## config.mk

```make
export PLATFORM = sky130hd
export DESIGN_NAME = clk_period_meter
export DESIGN_NICKNAME = d
export VERILOG_FILES = /design/src/rtl/clk_period_meter.sv
export SDC_FILE = /design/constraint.sdc
export NUM_CORES = 1
export LEC_CHECK = 0
export ABC_AREA = 1
export CORE_UTILIZATION = 50
export DETAILED_ROUTE_END_ITERATION = 7
export PLACE_DENSITY = 0.84
export SLEW_MARGIN = 20
export SYNTH_ARGS = -nofsm -noshare
export SYNTH_HDL_FRONTEND = slang
export SYNTH_SLANG_ARGS = --single-unit
```

## constraint.sdc

```tcl
create_clock -name in_clk -period 2.2 [get_ports in_clk]
set_input_delay 0.44 -clock in_clk [delete_from_list [all_inputs] [get_ports in_clk]]
set_output_delay 0.44 -clock in_clk [all_outputs]
set_load 0.005 [all_outputs]
```

## src/rtl/clk_period_meter.sv

```systemverilog
// Measures the period of a slow asynchronous clock (sig_in) in in_clk cycles.
// Single-shot or continuous measurement with a MAX_CYC timeout abort.
module clk_period_meter #(
  parameter int unsigned      CNT_W   = 32,
  parameter logic [CNT_W-1:0] MAX_CYC = {CNT_W{1'b1}}
) (
  input  logic             in_clk,
  input  logic             rst_n,
  input  logic             sig_in,
  input  logic             start,
  input  logic             cont,
  output logic [CNT_W-1:0] period,
  output logic             valid,
  output logic             timeout,
  output logic             busy
);

  localparam int unsigned ST_W = 2;

  localparam logic [ST_W-1:0] ST_IDLE = 2'd0;
  localparam logic [ST_W-1:0] ST_ARM  = 2'd1;
  localparam logic [ST_W-1:0] ST_MEAS = 2'd2;

  logic            s1_q, s1_d;
  logic            s2_q, s2_d;
  logic            s3_q, s3_d;
  logic [ST_W-1:0] state_q, state_d;
  logic [CNT_W-1:0] cnt_q, cnt_d;
  logic [CNT_W-1:0] period_q, period_d;
  logic            valid_q, valid_d;
  logic            timeout_q, timeout_d;
  logic            busy_q, busy_d;

  logic rise_c;
  logic at_max_c;

  // Two-flop synchronizer plus a delay flop for rising-edge detection
  always_comb begin
    s1_d = sig_in;
    s2_d = s1_q;
    s3_d = s2_q;
  end

  assign rise_c   = s2_q & ~s3_q;
  assign at_max_c = (cnt_q == MAX_CYC);

  // Next-state, counter and result logic
  always_comb begin
    state_d   = state_q;
    cnt_d     = cnt_q;
    period_d  = period_q;
    valid_d   = 1'b0;
    timeout_d = 1'b0;

    unique case (state_q)
      ST_IDLE: begin
        if (start) begin
          state_d = ST_ARM;
          cnt_d   = '0;
        end
      end

      ST_ARM: begin
        if (rise_c) begin
          state_d = ST_MEAS;
          cnt_d   = CNT_W'(1);
        end else if (at_max_c) begin
          state_d   = ST_IDLE;
          cnt_d     = '0;
          period_d  = '0;
          valid_d   = 1'b1;
          timeout_d = 1'b1;
        end else begin
          cnt_d = cnt_q + CNT_W'(1);
        end
      end

      ST_MEAS: begin
        // An edge coinciding with cnt == MAX_CYC still counts as a valid result
        if (rise_c) begin
          period_d = cnt_q;
          valid_d  = 1'b1;
          if (cont) begin
            cnt_d = CNT_W'(1);
          end else begin
            state_d = ST_IDLE;
            cnt_d   = '0;
          end
        end else if (at_max_c) begin
          state_d   = ST_IDLE;
          cnt_d     = '0;
          period_d  = '0;
          valid_d   = 1'b1;
          timeout_d = 1'b1;
        end else begin
          cnt_d = cnt_q + CNT_W'(1);
        end
      end

      default: begin
        state_d = ST_IDLE;
        cnt_d   = '0;
      end
    endcase

    busy_d = (state_d != ST_IDLE);
  end

  always_ff @(posedge in_clk or negedge rst_n) begin
    if (!rst_n) begin
      s1_q      <= 1'b0;
      s2_q      <= 1'b0;
      s3_q      <= 1'b0;
      state_q   <= ST_IDLE;
      cnt_q     <= '0;
      period_q  <= '0;
      valid_q   <= 1'b0;
      timeout_q <= 1'b0;
      busy_q    <= 1'b0;
    end else begin
      s1_q      <= s1_d;
      s2_q      <= s2_d;
      s3_q      <= s3_d;
      state_q   <= state_d;
      cnt_q     <= cnt_d;
      period_q  <= period_d;
      valid_q   <= valid_d;
      timeout_q <= timeout_d;
      busy_q    <= busy_d;
    end
  end

  assign period  = period_q;
  assign valid   = valid_q;
  assign timeout = timeout_q;
  assign busy    = busy_q;

endmodule

```

==> results of run 1 <==
## per-stage QoR
stage	instances	power, mW	util [%]
2_1_floorplan	446	1.83	-
3_3_place_gp	575	1.97	59.3
3_5_place_dp	575	1.99	59.3
4_1_cts	591	2.90	61.7
5_1_grt	591	3.04	61.8
6_report	591	2.89	61.8
## layer usage
metal	share of wire, %	vias up
met5	0	-
met3	3.9	20
met2	47	92
li1	-	1502
met1	46	1475
met4	2.6	0
## power groups by stage
| stage | Combinational, mW | Sequential, mW | Clock [mW] |
|---|---|---|---|
| 6_report | 0.591 | 1.39 | 0.911 |
| 5_1_grt | 0.658 | 1.39 | 0.984 |
| 4_1_cts | 0.582 | 1.39 | 0.926 |
| 3_5_place_dp | 0.572 | 1.42 | 0 |
| 3_3_place_gp | 0.556 | 1.41 | 0 |
| 2_1_floorplan | 0.412 | 1.41 | 0 |
## final timing paths
path,cells past startpoint,from,end,slack [ns]
max,9,state_q[0],cnt_q[26],0.38
min,2,rst_n,period[18],0.11
max reg2reg,9,state_q[0],cnt_q[26],0.38
min reg2reg,0,s1_q,s2_q,0.36
max in group asynchronous,2,rst_n,period[0],1.80
min in group in_clk,0,s1_q,s2_q,0.36
## cell usage after synthesis, drive strengths merged
master | count | share of area [%]
o22ai | 8 | 1.4
buf | 4 | 1.2
xor2 | 19 | 4.6
clkbuf | 6 | 0.62
nor3b | 1 | 0.21
inv | 58 | 6.0
o21ai | 37 | 5.1
a21oi | 8 | 1.1
nor4 | 1 | 0.17
nand4 | 11 | 1.9
nand3 | 26 | 4.1
nor2 | 58 | 7.1
nand3b | 1 | 0.21
nor3 | 7 | 0.97
a22oi | 1 | 0.21
o211ai | 1 | 0.21
dfrtp | 72 | 50
ha | 5 | 1.7
nand2 | 121 | 13
o21a | 1 | 0.21
## final cells by class
class                   instances  area (um^2)  share of cell area [%]
flip-flops and latches         72         1800                    42.2
multi-input cells             306         1540                    36.0
repair buffers                 43          428                    10.0
inverters                      58          218                    5.10
clock buffers                  12          145                    3.40
well taps                      96          120                    2.81
clock inverters                 4         20.0                   0.469
## kinds of logic after synthesis
logic type,share of synthesized area (%)
buffers and inverters,7.89
DFF,49.8
adders and majority gates,1.73
AOI/OAI and AO/OA,8.23
and+or+nand+nor,27.7
xor gates and xnor gates,4.60
## flip-flops by register name (all words and copies together) (netlist names)
name     flops
busy         1
cnt_q       32
period      32
s1_q         1
s2_q         1
s3_q         1
state_q      2
timeout      1
valid        1
## critical path, stage by stage (launching register included)
cell,delay [ns]
sky130_fd_sc_hd__dfrtp_1,0.41
sky130_fd_sc_hd__inv_1,0.11
sky130_fd_sc_hd__ha_1,0.23
sky130_fd_sc_hd__nand2_1,0.12
sky130_fd_sc_hd__nand2_1,0.09
sky130_fd_sc_hd__nor2_1,0.20
sky130_fd_sc_hd__nand3_2,0.26
sky130_fd_sc_hd__inv_2,0.18
sky130_fd_sc_hd__nand3_1,0.09
sky130_fd_sc_hd__nand2_1,0.06
==> results.txt, run 1 <==
----------------------------------------------------
[Floorplan]
  Die outline width ... 87.1 um
  Floorplan Core Area ... between 6000 and 7000 um^2
  Initial cell density of the core ... 52.4%
  Total die area ... 7580 um^2
  Number of rows created at floorplan ... 30
  Y dimension of the die ... 87.1 um
  Number of primary I/O pins ... 40

[STA]
  Min Clock Period, post-route ... between 1.5 and 2 ns
  Slew at the pin with the worst max-slew slack ... between 0.4 and 0.5 ns
  Number of hold violations in the final report ... 0
  Worst Setup Slack, final ... roughly 0.38 ns
  Post-Route Skew ... 0.00836 ns
  Max-slew violation total from the final report ... 0
  Summed negative setup slack over all endpoints ... 0 ns
  Unrepaired setup endpoints after global routing ... no
  Period Utilization, post-route ... a little over 80%
  Final hold slack ... between 0.1 and 0.15 ns
  Final setup violation count ... 0
  Max transition margin ... between 60% and 70%
  Maximum clock frequency ... approximately 550 MHz

[Pwr]
  Internal ... just under 2 mW
  Fraction of power consumed by sequential logic ... 48.1%
  Combinational share of power ... approximately 20%
  Switching power summed over all nets ... roughly 0.93 mW
  Clock group share of total power ... roughly a third
  Static leakage power ... ~1.8 nW
  Peak supply drop ... approximately 0.43 mV
  Proportion of total power due to net switching ... around 32%
  Power density relative to cell area ... ~680 nW/um^2

[GRT]
  Wire length of the first global-routing pass ... around 14000 um
  Fraction of met3 tracks used by global routing ... roughly 4.4%
  Pin count of the biggest net entering global routing ... 73
  Met1 usage ... between 30% and 40%
  Vias in the first global route ... 2977
  Antenna violations before repair ... 0
  GRT Max-Usage Layer ... met2
  Total routing resource utilization after global routing ... roughly a quarter
  GRT met2 Usage ... a little under two fifths
  Final global-route overflow total ... 0

[CTS]
  CTS tree ... yes
  CTS Buffer Depth ... 2
  Clk pin slew, worst setup/hold paths ... approximately 0.080 ns
  Clock Latency Late Sink ... ~0.35 ns
  CTS Sinks ... approximately 70
  Clock tree root driver cell ... sky130_fd_sc_hd__clkbuf_8
  Number of buffers inserted by hold repair at cts ... 0
  Number of H-tree branching levels ... 3
  Post-cts sizing count ... 0
  Setup Buffers After CTS ... 0
  Number of buffers created by CTS ... 9

[Yosys]
  Net count after synthesis ... approximately 460
  Combined area of all synthesized cells ... 3620 um^2
  Synthesized netlist cell count ... between 400 and 500
  Distinct cell type count of the synthesized netlist ... 29
  Synth Register Bits ... 72
  Yosys warning total ... 0
  Mean area per synthesized cell ... just over 8 um^2
  Register area share after synthesis ... 49.8%

[Placed design]
  Post-placement setup slack ... 0.218 ns
  Routability congestion estimate from global placement ... 0.898
  Buffers on Ports ... 39
  Post-DP HPWL ... roughly 5600 um
  Total cell area at the placement stage ... 4100 um^2

[Cells and area]
  Final antenna diode count ... 0
  Area growth syn-to-layout ... 18.0%
  Post-route cell area ... 4270 um^2
  Leading cell type in the layout, fill and taps excluded ... sky130_fd_sc_hd__nand2_1
  Commonest cells after routing, fill and taps aside ... 115 x sky130_fd_sc_hd__nand2_1, 72 x sky130_fd_sc_hd__dfrtp_1, 54 x sky130_fd_sc_hd__inv_1, 50 x sky130_fd_sc_hd__nor2_1, 38 x sky130_fd_sc_hd__clkdlybuf4s50_1
  Count of nets after finishing ... 500
  Filler cell count in the final layout ... approximately 630
  Share of final-layout standard cells stronger than drive strength 1 ... a little under 8%

[Drt]
  Wire length per cell after detailed routing ... 13.5 um
  Via Count ... just over 3000
  Total routed wirelength ... approximately 8000 um
  DRC viols ... 0
  Detailed Route Iter0 Violations ... roughly 260
  Remaining number of nets flagged by the antenna check after routing ... 0
  Vias/cell ... 5.23
  Detailed-routing iteration count for the pre-antenna-repair pass ... 4

[Critical path]
  Nature of the critical path endpoint ... flop
  CP Class ... reg2reg
  Max Fanout on Critical Path ... 8
  Data arrival time of the worst path ... 2.11 ns
  Endpoint required time on the critical path ... approximately 2.5 ns
  Kind of launch point of the worst setup path ... flop

[Run status]
  Outcome ... finished, final reports clean

[Min path]
  Worst hold path class ... in2async

[Job]
  Max-cap violation count ... 0

----------------------------------------------------
(Power assumes the default switching activity.)
==> inputs of run 2 (changes only) <==
- clock period: 2.2 -> 1.8 ns (I/O delays scaled with it)
==> run 2 against run 1 <==
  * Worst hold slack got worse by 0.071 ns
  * Largest cell class unchanged
  * First-iteration DRC count is 6.2% lower
  * Critical path type unchanged
  * Final cell count grew 3.0%
  * Clock power is 43% higher
  * Design area increased by 4.7%
  * Core utilization rose by 2.9 points
  * Die area is the same
  * Flip-flop and latch count unchanged
  * Clock-buffer cell count rose by 1
  * Critical endpoint is now cnt_q[2]
==> results.txt, run 2 (synthesized netlist as in run 1, its figures left out) <==
----------------------------------------------------
[Critical path]
  List of cells traversed by the critical path ... inv_1 > ha_1 > nand2_1 > buf_4 > buf_4 > nand2_1 > xor2_1 > nor2_1
  Register-to-Register Setup Slack ... 0.10 ns
  Data arrival time of the worst path ... a little under 2 ns
  Max Fanout on Critical Path ... 15
  Slowest cell on the critical path ... sky130_fd_sc_hd__dfrtp_1
  CP Class ... reg2reg
  Beginning of the worst register-to-register path ... state_q[0]
  Worst path max stage delay ... 0.40 ns
  Worst path top cell family by delay ... buffers and inverters
  Depth of the worst register-to-register path ... 8
  Nature of the critical path endpoint ... flop
  Buffering stage count on the worst path with inverters included ... 3
  Kind of launch point of the worst setup path ... flop
  Capture point of the worst reg-to-reg path ... cnt_q[2]
  Endpoint required time on the critical path ... roughly 2 ns
  Total stage count of the critical path ... 8

[Floorplan]
  Floorplan Core Area ... a little under 7000 um^2
  Initial cell density of the core ... a little over half
  Number of primary I/O pins ... 40
  Die outline width ... 87.1 um
  Y dimension of the die ... ~87 um
  Total die area ... 7580 um^2
  Number of rows created at floorplan ... 30

[STA]
  Post-Route Skew ... 0.00596 ns
  Number of hold violations in the final report ... 0
  Min Clock Period, post-route ... about 1.7 ns
  Slew at the pin with the worst max-slew slack ... roughly 0.44 ns
  Period Utilization, post-route ... 94.4%
  Maximum clock frequency ... 589 MHz
  Summed negative setup slack over all endpoints ... 0 ns
  Worst Setup Slack, final ... 0.102 ns
  Max-slew violation total from the final report ... 0
  Final setup violation count ... 0
  Max transition margin ... a little over two thirds
  Unrepaired setup endpoints after global routing ... yes

[Placed design]
  Routability congestion estimate from global placement ... between 0.9 and 1
  Post-placement setup slack ... -0.0225 ns
  Placed Cells ... about 600
  Buffers on Ports ... 39
  Total cell area at the placement stage ... 4230 um^2
  Post-DP HPWL ... around 5900 um

[CTS]
  CTS Sinks ... 72
  CTS tree ... yes
  Clk pin slew, worst setup/hold paths ... about 0.070 ns
  Number of buffers inserted by hold repair at cts ... 0
  Clock tree root driver cell ... sky130_fd_sc_hd__clkbuf_8
  Number of buffers created by CTS ... 9
  CTS Buffer Depth ... 2
  Clock Latency Late Sink ... about 0.35 ns
  Number of H-tree branching levels ... 3

[Drt]
  DRC viols ... 0
  Total routed wirelength ... 8220 um
  Detailed Route Iter0 Violations ... around 240
  Wire length per cell after detailed routing ... 13.5 um
  Detailed-routing iteration count for the pre-antenna-repair pass ... 5
  Remaining number of nets flagged by the antenna check after routing ... 0
  Vias/cell ... roughly 5.2
  Via Count ... about 3100

[Cells and area]
  Post-route cell area ... approximately 4500 um^2
  Final Core Density ... between 60% and 70%
  Count of placed standard cells in the final layout, fillers left out ... roughly 610
  Commonest cells after routing, fill and taps aside ... 115 x sky130_fd_sc_hd__nand2_1, 69 x sky130_fd_sc_hd__dfrtp_1, 53 x sky130_fd_sc_hd__inv_1, 46 x sky130_fd_sc_hd__nor2_1, 38 x sky130_fd_sc_hd__clkdlybuf4s50_1
  Area growth syn-to-layout ... 23.6%
  Filler cell count in the final layout ... just under 600
  Count of nets after finishing ... 518
  Share of final-layout standard cells stronger than drive strength 1 ... 13.1%
  Final antenna diode count ... 0
  Leading cell type in the layout, fill and taps excluded ... sky130_fd_sc_hd__nand2_1

[Pwr]
  Static leakage power ... ~1.9 nW
  Fraction of power consumed by sequential logic ... 44.5%
  Peak supply drop ... 0.676 mV
  Switching power summed over all nets ... 1.16 mW
  Clock group share of total power ... ~34%
  Proportion of total power due to net switching ... between 30% and 40%
  Combinational share of power ... a little over a fifth
  Internal ... 2.67 mW
  Power density relative to cell area ... about 850 nW/um^2

[GRT]
  Final global-route overflow total ... 0
  Vias in the first global route ... 2991
  Antenna violations before repair ... 0
  Pin count of the biggest net entering global routing ... 73
  Wire length of the first global-routing pass ... ~14000 um
  Total routing resource utilization after global routing ... between 20% and 30%

[Job]
  Max-cap violation count ... 0

[Min path]
  Worst hold path class ... in2async

[Run status]
  Outcome ... finished, final reports clean

----------------------------------------------------
==> run 2: changes by cell type in the layout (fill, tap and decap cells not counted), sizes merged <==
| cell | before | now |
|---|---|---|
| buf | 5 | 23 |
| bufinv | 0 | 1 |
| clkbuf | 12 | 13 |
| clkinv | 4 | 3 |
| inv | 58 | 57 |
==> run 2: power by group through the flow <==
stage	logic, mW	registers [mW]	clock network, mW
global placement	0.776	1.73	0
detailed placement	0.788	1.73	0
CTS	0.798	1.70	1.33
global route	0.899	1.70	1.39
finish	0.821	1.70	1.30
floorplan	0.504	1.73	0
==> run 2: worst max path at each step <==
stage | from | slack [ns] | to
after CTS | cnt_q[1] | 0.03 | cnt_q[2]
after global routing | cnt_q[2] | -0.02 | cnt_q[29]
after detailed placement | start | -0.02 | cnt_q[1]
final | state_q[0] | 0.10 | cnt_q[2]
after floorplan | state_q[0] | 0.17 | cnt_q[17]
after global placement | start | 0.03 | cnt_q[26]
==> run 2: metal layers <==
| layer | vias to the layer above | wire length [um] | share of wire (%) | GRT usage [%] |
|---|---|---|---|---|
| met5 | - | 0 | 0 | 0 |
| met4 | 0 | 72 | 0.88 | 7.58 |
| met3 | 10 | 420 | 5.1 | 5.21 |
| met2 | 91 | 3970 | 48 | 39.2 |
| met1 | 1491 | 3750 | 46 | 31.7 |
| li1 | 1546 | - | - | - |
==> run 2: timing repair <==
item / CTS / global route
setup endpoints to repair: 0 / 59
gates resized for setup: 0 / 12
setup buffers: 0 / 2
==> run 2: final cells by class <==
cell class,count,area (um^2),share of cell area (%)
repair buffers,61,576,12.9
inverters,58,219,4.90
well taps,96,120,2.69
clock buffers,13,159,3.56
clock inverters,3,40.0,0.896
flip-flops and latches,72,1810,40.4
multi-input cells,306,1550,34.7
==> run 2: through the flow <==
step	power [mW]	hold slack (ns)
after floorplan	2.23	0.0644
after global placement	2.51	0.342
after detailed placement	2.52	0.336
after CTS	3.82	0.0415
after global routing	3.99	0.0591
final	3.82	0.0381
==> inputs of run 3 (changes only) <==
- GPL_TIMING_DRIVEN: unset -> 0
==> run 3 against run 2 <==
  * Power is 2.2% lower
  * Worst hold slack better by 0.32 ns
  * Clock skew rose by 0.0054 ns
  * First-iteration DRC count up 13%
  * Maximum frequency down 2.2%
  * Register-to-register slack worse by 0.04 ns
  * Critical path type unchanged
  * Highest routed layer unchanged
==> results.txt, run 3 (synthesized netlist as in run 1, its figures left out) <==
----------------------------------------------------
[Pwr]
  Static leakage power ... 1.90 nW
  Proportion of total power due to net switching ... about a third
  Internal ... ~2.5 mW
  Peak supply drop ... around 0.6 mV
  Clock group share of total power ... approximately 30%
  Power density relative to cell area ... around 830 nW/um^2
  Fraction of power consumed by sequential logic ... 45.6%
  Switching power summed over all nets ... around 1.2 mW
  Combinational share of power ... ~25%

[CTS]
  Number of H-tree branching levels ... 3
  Clock tree root driver cell ... sky130_fd_sc_hd__clkbuf_8
  Clk pin slew, worst setup/hold paths ... roughly 0.070 ns
  CTS Sinks ... slightly above 70
  Number of buffers created by CTS ... 9
  CTS Buffer Depth ... 2
  CTS tree ... yes
  Clock Latency Late Sink ... 0.35 ns

[Floorplan]
  Initial cell density of the core ... 52.4%
  Y dimension of the die ... approximately 87 um
  Die outline width ... approximately 87 um
  Total die area ... 7580 um^2
  Floorplan Core Area ... approximately 6900 um^2
  Number of rows created at floorplan ... 30
  Number of primary I/O pins ... 40

[GRT]
  Antenna violations before repair ... 0
  Pin count of the biggest net entering global routing ... 45
  Final global-route overflow total ... 0
  Wire length of the first global-routing pass ... approximately 14000 um
  Total routing resource utilization after global routing ... 24.5%
  Vias in the first global route ... 3127

[STA]
  Post-Route Skew ... around 0.011 ns
  Final setup violation count ... 0
  Number of hold violations in the final report ... 0
  Period Utilization, post-route ... 96.5%
  Max transition margin ... 71.5%
  Min Clock Period, post-route ... roughly 1.7 ns
  Slew at the pin with the worst max-slew slack ... 0.423 ns
  Maximum clock frequency ... about 580 MHz
  Final hold slack ... about 0.36 ns
  Max-slew violation total from the final report ... 0

[Drt]
  Via Count ... 3246
  Vias/cell ... about 5.3
  Total routed wirelength ... between 8000 and 9000 um
  Remaining number of nets flagged by the antenna check after routing ... 0
  DRC viols ... 0
  Wire length per cell after detailed routing ... around 14 um
  Detailed Route Iter0 Violations ... about 270
  Detailed-routing iteration count for the pre-antenna-repair pass ... 4

[Cells and area]
  Final antenna diode count ... 0
  Count of nets after finishing ... about 520
  Count of placed standard cells in the final layout, fillers left out ... 608
  Commonest cells after routing, fill and taps aside ... 114 x sky130_fd_sc_hd__nand2_1, 72 x sky130_fd_sc_hd__dfrtp_1, 53 x sky130_fd_sc_hd__inv_1, 45 x sky130_fd_sc_hd__nor2_1, 38 x sky130_fd_sc_hd__clkdlybuf4s50_1
  Filler cell count in the final layout ... around 600
  Leading cell type in the layout, fill and taps excluded ... sky130_fd_sc_hd__nand2_1
  Share of final-layout standard cells stronger than drive strength 1 ... between 10% and 20%
  Area growth syn-to-layout ... 24.6%

[Critical path]
  Max Fanout on Critical Path ... 10
  Endpoint required time on the critical path ... about 2.0 ns
  Kind of launch point of the worst setup path ... flop
  Data arrival time of the worst path ... 1.97 ns
  Worst path max stage delay ... ~0.37 ns
  Nature of the critical path endpoint ... flop
  Slowest cell on the critical path ... sky130_fd_sc_hd__dfrtp_1
  Most frequent cell on the critical path ... sky130_fd_sc_hd__nand2_4
  Beginning of the worst register-to-register path ... cnt_q[1]
  Register-to-Register Setup Slack ... 0.06 ns
  List of cells traversed by the critical path ... ha_2 > inv_2 > nor2_4 > nand2_4 > nor2_8 > nand3_4 > nand2_4 > nand2_8 > buf_8 > nand2_1 > o21ai_2
  Buffering stage count on the worst path with inverters included ... 2
  Critical Path Start ... cnt_q[1]
  Worst path top cell family by delay ... simple AND/OR/NAND/NOR gates
  CP Class ... reg2reg

[Min path]
  Hold path startpoint ... s1_q
  Worst hold path class ... reg2reg

[Placed design]
  Routability congestion estimate from global placement ... 0.911
  Post-DP HPWL ... 6130 um
  Buffers on Ports ... 39
  Placed Cells ... roughly 580

[Job]
  Max-cap violation count ... 0

[Run status]
  Outcome ... finished, final reports clean

----------------------------------------------------
-- run 3: cell types whose count changed in the layout (fill, tap and decap cells not counted), moves of 3 or more --
| cell | previous run | this run |
|---|---|---|
| sky130_fd_sc_hd__buf_4 | 20 | 11 |
| sky130_fd_sc_hd__clkbuf_2 | 0 | 4 |
| sky130_fd_sc_hd__dfrtp_1 | 69 | 72 |
| sky130_fd_sc_hd__dfrtp_2 | 3 | 0 |
-- run 3: layer usage --
layer / GRT usage [%] / vias to the layer above / wire length [um]
li1: - / 1544 / -
met1: 30.0 / 1574 / 3680
met2: 41.4 / 104 / 4350
met3: 5.50 / 24 / 451
met4: 11.2 / 0 / 269
met5: 0 / - / 0
-- run 3: final cells by class --
cell class / count / area, um^2 / area share [%]
flip-flops and latches: 72 / 1800 / 40.0
multi-input cells: 306 / 1620 / 35.9
repair buffers: 51 / 493 / 10.9
inverters: 58 / 220 / 4.89
clock buffers: 12 / 145 / 3.22
well taps: 96 / 120 / 2.67
plain buffers: 10 / 87.6 / 1.94
clock inverters: 3 / 18.8 / 0.417
-- run 3: power groups by stage --
stage	logic, mW	clock network (mW)	registers, mW
after floorplan	0.504	0	1.73
after global placement	0.738	0	1.73
after detailed placement	0.762	0	1.73
after CTS	0.806	1.13	1.70
after global routing	1.02	1.20	1.71
final	0.921	1.11	1.70
-- run 3: final timing paths --
path / endpoint / depth (start not counted)
worst max-delay path: period[7] / 11
worst min-delay path: s2_q / 0
worst max register to register: period[7] / 11
worst min register to register: s2_q / 0
max in group asynchronous: period[13] / 3
min in group asynchronous: period[17] / 2
-- run 3: worst reg2reg max path, stage by stage, from the launching register on --
cell and delay (ns):
sky130_fd_sc_hd__dfrtp_1 0.37, sky130_fd_sc_hd__ha_2 0.20, sky130_fd_sc_hd__inv_2 0.06, sky130_fd_sc_hd__nor2_4 0.11
sky130_fd_sc_hd__nand2_4 0.10, sky130_fd_sc_hd__nor2_8 0.16, sky130_fd_sc_hd__nand3_4 0.13, sky130_fd_sc_hd__nand2_4 0.12
sky130_fd_sc_hd__nand2_8 0.08, sky130_fd_sc_hd__buf_8 0.15, sky130_fd_sc_hd__nand2_1 0.08, sky130_fd_sc_hd__o21ai_2 0.06
-- run 3: metrics by stage --
step | instance area (um^2) | power (mW) | util, % | setup slack, ns | TNS (ns)
after floorplan | 3620 | 2.23 | - | 0.171 | 0
after global placement | 4130 | 2.47 | 59.8 | -1.99 | -151.65
after detailed placement | 4150 | 2.49 | 60.0 | -0.550 | -9.72
after CTS | 4370 | 3.64 | 63.3 | 0.0167 | 0
after global routing | 4510 | 3.93 | 65.2 | -0.101 | -0.544
final | 4510 | 3.74 | 65.2 | 0.0639 | 0
-- run 3: repair_timing --
item / 4_1_cts / 5_1_grt
endpoints found under the hold margin: 28 / 0
gates resized for setup: 9 / 28
pin swaps: 1 / 5
buffers inserted: 3 / 7
hold buffers: 1 / 0
endpoints found under the setup margin: 48 / 51
